**src/rtl/sample_framer.sv**
```systemverilog
// sample_framer: ping-pong frame buffer that collects samples and hands full frames to an FFT
module sample_framer #(
  parameter int WIDTH = 12,
  parameter int N = 16
) (
  input  logic             clk,
  input  logic             rst,
  input  logic [WIDTH-1:0] sample_in,
  input  logic             sample_valid,
  output logic [WIDTH-1:0] frame_out [0:N-1],
  output logic             fft_start,
  output logic             fft_clear,
  input  logic             fft_done,
  output logic             overflow,
  output logic [7:0]       drop_count
);
  localparam int IW = $clog2(N);
  typedef enum logic [1:0] {IDLE, START, BUSY, CLEAR} state_t;
  state_t state, state_nxt;
  logic [WIDTH-1:0] bank [0:1][0:N-1];
  logic [1:0] full;
  logic wr_bank, rd_bank;
  logic [IW-1:0] wr_idx;
  logic accept, drop, last;
  assign accept = sample_valid && !full[wr_bank];
  assign drop = sample_valid && full[wr_bank];
  assign last = &wr_idx;
  assign fft_start = state == START;
  assign fft_clear = state == CLEAR;
  // sample storage: a full bank never accepts writes, so the bank under FFT stays frozen
  always_ff @(posedge clk or negedge rst)
    if (!rst) begin
      for (int b = 0; b < 2; b++)
        for (int k = 0; k < N; k++)
          bank[b][k] <= '0;
    end else if (accept)
      bank[wr_bank][wr_idx] <= sample_in;
  // write pointer, full flags (set by the last write, cleared on CLEAR exit) and drop statistics
  always_ff @(posedge clk or negedge rst)
    if (!rst) begin
      wr_bank <= 1'b0;
      wr_idx <= '0;
      full <= '0;
      overflow <= 1'b0;
      drop_count <= '0;
    end else begin
      if (accept) begin
        wr_idx <= wr_idx + 1'b1;
        if (last) wr_bank <= !wr_bank;
      end
      for (int b = 0; b < 2; b++)
        full[b] <= (full[b] | (accept && last && wr_bank == 1'(b))) & !(fft_clear && rd_bank == 1'(b));
      if (drop) begin
        overflow <= 1'b1;
        drop_count <= drop_count + {7'd0, ~&drop_count};
      end
    end
  // read FSM state and read bank pointer, which advances as CLEAR hands the bank back
  always_ff @(posedge clk or negedge rst)
    if (!rst) begin
      state <= IDLE;
      rd_bank <= 1'b0;
    end else begin
      state <= state_nxt;
      if (state == CLEAR) rd_bank <= !rd_bank;
    end
  // next state: fft_done only matters while BUSY
  always_comb
    state_nxt = state == IDLE  ? (full[rd_bank] ? START : IDLE) :
                state == START ? BUSY :
                state == BUSY  ? (fft_done ? CLEAR : BUSY) : IDLE;
  // the FFT always sees the bank currently owned by the read side
  always_comb
    for (int k = 0; k < N; k++)
      frame_out[k] = bank[rd_bank][k];
endmodule
```
**config.mk**
```make
export PLATFORM = sky130hd
export DESIGN_NAME = sample_framer
export DESIGN_NICKNAME = d
export VERILOG_FILES = /design/src/rtl/sample_framer.sv
export SDC_FILE = /design/constraint.sdc
export NUM_CORES = 1
export LEC_CHECK = 0
export ABC_AREA = 0
export CAP_MARGIN = 10
export CORE_ASPECT_RATIO = 1.5
export CORE_UTILIZATION = 56
export DETAILED_ROUTE_END_ITERATION = 8
export PLACE_DENSITY = 0.88
export SYNTH_ARGS = -nofsm -noshare
export SYNTH_HDL_FRONTEND = slang
export SYNTH_SLANG_ARGS = --single-unit
```
**constraint.sdc**
```tcl
create_clock -name clk -period 2.5 [get_ports clk]
set_input_delay 0.5 -clock clk [delete_from_list [all_inputs] [get_ports clk]]
set_output_delay 0.5 -clock clk [all_outputs]
set_load 0.005 [all_outputs]
```
==> results.md <==
STA:
- The highest achievable clock rate is 378 MHz.
- After layout, the minimum clock period comes to 2650 ps.
- Setup repair after global routing could not meet its margin everywhere.
- Across all hold checks on the routed design, the worst slack comes to 470 ps.
- Between clock sinks in the finished design, the worst skew comes to 19.3 ps.
- At the pin with the least slew margin, the transition time is 790 ps.
- The count of final setup violators is 55.
- The count of endpoints failing hold in the final timing report is 0.
- For the final routed database, the setup TNS stands at -2340 ps.
- Across all setup checks in the final design, the least slack found is -147 ps.
- The count of pins over their slew limit is 0.
- The worst relative slew slack is 47.3%.
- Of the available clock period, the critical path in the final layout requires 106%.

Die:
- The area of the die is 32700 um^2.
- Row generation in the floorplan step produced 79 rows.
- The floorplan step set the die width to 148 um.
- For this configuration, the core starts out at a cell density of 57.3%.
- The floorplan die height is 221 um.
- The core region is 31200 um^2.
- 219 I/O pins were placed.

Global routing:
- The wire length of the first global-routing pass is 71.5 mm.
- The global-route track usage on met3 is 4.39%.
- The via count of the first global-routing pass is 12100.
- The global routing met1 resource utilization is 34.6%.
- The maximum number of pins on one net before global-route repair is 74.
- The number of antenna violations at the first check in global routing was 0.
- The overall overflow remaining after global route is 0.
- The global-route total usage across every layer is 28.9%.
- The layer carrying the most global-route usage is met2.
- The met2 usage is 50.4%.

Synthesis:
- sky130_fd_sc_hd__dfrtp_1 takes more of the synthesized area than any other cell.
- When the netlist entered floorplanning its net count stood at 1216.
- In the post-synthesis netlist, the biggest area contributors are sky130_fd_sc_hd__dfrtp_1 56%, sky130_fd_sc_hd__mux2_2 36%, sky130_fd_sc_hd__buf_2 1.1%.
- Averaged over all synthesized cells, the footprint is 15.0 um^2.
- In this run the biggest area consumer among cell types represents 56.3% of the synthesized area.
- The post-synthesis instance total is 1190.
- The synthesized netlist occupies a cell area of 17900 um^2.
- The number of register bits inferred by synthesis is 403.
- The count of warnings emitted by yosys is 0.
- Counting distinct cell types in the post-synthesis netlist gives 36.
- The fraction of the yosys area taken by sequential cells is 56.3%.

Routing:
- The wire length after detailed routing is 46.0 mm.
- In the routed design, unresolved DRC markers number 0.
- Before antenna repair, the detailed router went through 4 iterations.
- Using the TritonRoute via totals, the vias-per-cell ratio works out to 5.78.
- The residual antenna-violating net count after detailed routing is 0.
- Detailed routing inserted a total of 11000 vias.
- After the first detailed-routing iteration, the DRC count stood at 404.
- The per-cell routed wire length is 24.3 um.

Placement:
- The count of buffers from port buffering is 218.
- Detailed placement ended at an HPWL of 26.6 mm.
- After detailed placement, the total cell area comes to 20900 um^2.
- The global placer's final weighted congestion is 0.779.

CTS:
- The clock buffer count from CTS is 38.
- The total number of clock tree sinks is 403.
- The buffer depth of the longest clock path is 3.
- After clock tree synthesis, the clock-pin slew on the worst setup and hold paths is 60 ps.
- The worst-skew pair later-pin latency is 540 ps.
- The TritonCTS clock tree is yes.
- The clock root buffer is sky130_fd_sc_hd__clkbuf_16.
- The H-tree depth reported by CTS is 2.

Cells and area:
- The net count of the finished layout is 1490.
- The share of post-route cells with drive strength above 1 is 61.5%.
- The antenna diode instance count is 0.
- After routing the design area is 22600 um^2.
- The area growth from synthesis to layout is 26.3%.
- Summing all flip-flop and latch instances after layout gives 10100 um^2.
- The number of filler cells placed in the layout is 1944.
- The multi-input gate area in the final layout is 7510 um^2.

Worst setup path:
- Data on the critical path is required at its endpoint by 2000 ps.
- The class of the most critical setup path is flip-flop to output pin.
- STA puts the critical path data arrival time at 2150 ps.
- In this run the worst path has a maximum fanout of 14.
- The worst setup path is captured at an output pin.
- The startpoint kind of the worst setup timing path is a flip-flop.

Power and ir drop:
- The worst-case vdd ir drop is 0.757 mV.
- The leakage power is 0.0111 uW.
- Power spread over the standard cell area amounts to 1310 nW/um^2.
- After layout, the design draws a total of 29600 uW.

Outcome:
- The final reports fail on negative setup slack.
- The run finished, with violations left.

Job:
- The number of violations of the max-capacitance limit is 0.

Hold path:
- The worst min-delay path class is flip-flop to flip-flop.
## where the power goes
group          switching [uW]  internal [uW]  leakage [uW]
registers                1610           9220       0.00518
clock network            2480           3650      0.000659
logic                    4860           7770       0.00525
total                    8950          20600        0.0111
## placed cells by master, fill, tap and decap left out, types with 6 or more instances in the layout
cell type and n:
sky130_fd_sc_hd__mux2_2 516, sky130_fd_sc_hd__buf_6 30, sky130_fd_sc_hd__clkinv_2 6, sky130_fd_sc_hd__ha_1 10, sky130_fd_sc_hd__dlygate4sd2_1 29, sky130_fd_sc_hd__buf_4 52, sky130_fd_sc_hd__clkdlybuf4s50_1 25, sky130_fd_sc_hd__buf_16 15
sky130_fd_sc_hd__nand3_1 6, sky130_fd_sc_hd__buf_2 65, sky130_fd_sc_hd__nor2_1 16, sky130_fd_sc_hd__nand4_1 6, sky130_fd_sc_hd__inv_1 6, sky130_fd_sc_hd__nand3b_1 9, sky130_fd_sc_hd__clkbuf_16 40, sky130_fd_sc_hd__mux2_4 61
sky130_fd_sc_hd__clkbuf_8 9, sky130_fd_sc_hd__dlymetal6s2s_1 7, sky130_fd_sc_hd__buf_12 28, sky130_fd_sc_hd__clkbuf_2 68, sky130_fd_sc_hd__clkbuf_1 6, sky130_fd_sc_hd__dfrtp_1 402, sky130_fd_sc_hd__nand2_1 14, sky130_fd_sc_hd__nor2_4 6
sky130_fd_sc_hd__xor2_1 7
## stage by stage
stage	util [%]	instances	setup WS (ps)
final	72.4	1897	-147
after global routing	72.4	1897	-174
after CTS	72.9	1893	-194
after detailed placement	66.9	1778	15.4
after global placement	66.9	1778	93.0
after floorplan	-	1190	585
## synthesized netlist by cell type, drive strengths merged
cell type,n
buf,64
a2bb2oi,2
mux2,580
nand2b,3
clkbuf,32
inv,6
nand2,14
or4,1
and3b,1
and3,1
nor3,5
dfrtp,403
nor3b,4
xnor2,3
nand4,6
xor2,7
and2,1
nor4b,1
mux2i,1
nor4,1
nand4b,1
or3b,2
o21ai,2
nor2,22
ha,10
nand3b,9
o31ai,1
nand3,6
or2,1
## area by class of cell
cell class / count / share of cell area [%]
Clock buffer: 54 / 4.96
Clock inverter: 14 / 0.913
Sequential cell: 403 / 44.6
Timing Repair Buffer: 330 / 14.0
Tap cell: 405 / 2.24
Multi-Input combinational cell: 685 / 33.2
Inverter: 6 / 0.0996
## what timing repair did
item | 4_1_cts | 5_1_grt
resized for setup | 520 | 161
hold buffers | 1 | 0
cloned | 16 | 1
endpoints found under the setup margin | 192 | 86
hold endpoints to repair | 58 | 0
setup buffers | 30 | 7
## worst max-delay path, stage by stage, from the launching register on
cell and delay [ps]:
sky130_fd_sc_hd__dfrtp_4 520, sky130_fd_sc_hd__buf_12 160, sky130_fd_sc_hd__buf_16 150, sky130_fd_sc_hd__mux2_2 260, sky130_fd_sc_hd__clkdlybuf4s50_1 510
## flip-flops by register name, indices dropped and copies added, names as in the netlist
name / cells
state: 2
full: 2
bank: 384
rd_bank: 1
wr_bank: 1
overflow: 1
wr_idx: 4
drop_count: 8
## kinds of logic after synthesis
kind of cell,Yosys count,synth area share (%)
DFF,403,56.3
AOI/OAI and AO/OA,5,0.196
adders and majority gates,10,0.699
buffers and inverters,102,2.84
xor gates and xnor gates,10,0.489
and+or+nand+nor,79,2.72
muxes,581,36.7
## worst paths after layout
kind	from	end	slack [ps]	cells after the start
min reg2reg	overflow	overflow	470	1
max in group asynchronous	rst	bank[358]	1160	3
min in group asynchronous	rst	bank[51]	570	2
max reg2reg	wr_idx[2]	bank[179]	420	4
min	overflow	overflow	470	1
max	rd_bank	frame_out[155]	-150	4
## per-layer routing
metal,wire [um],vias up
li1,-,4763
met1,17500,5769
met2,24500,327
met3,2010,105
met4,2060,0
met5,0,-
Note: power is estimated with default switching activity, not from simulation.
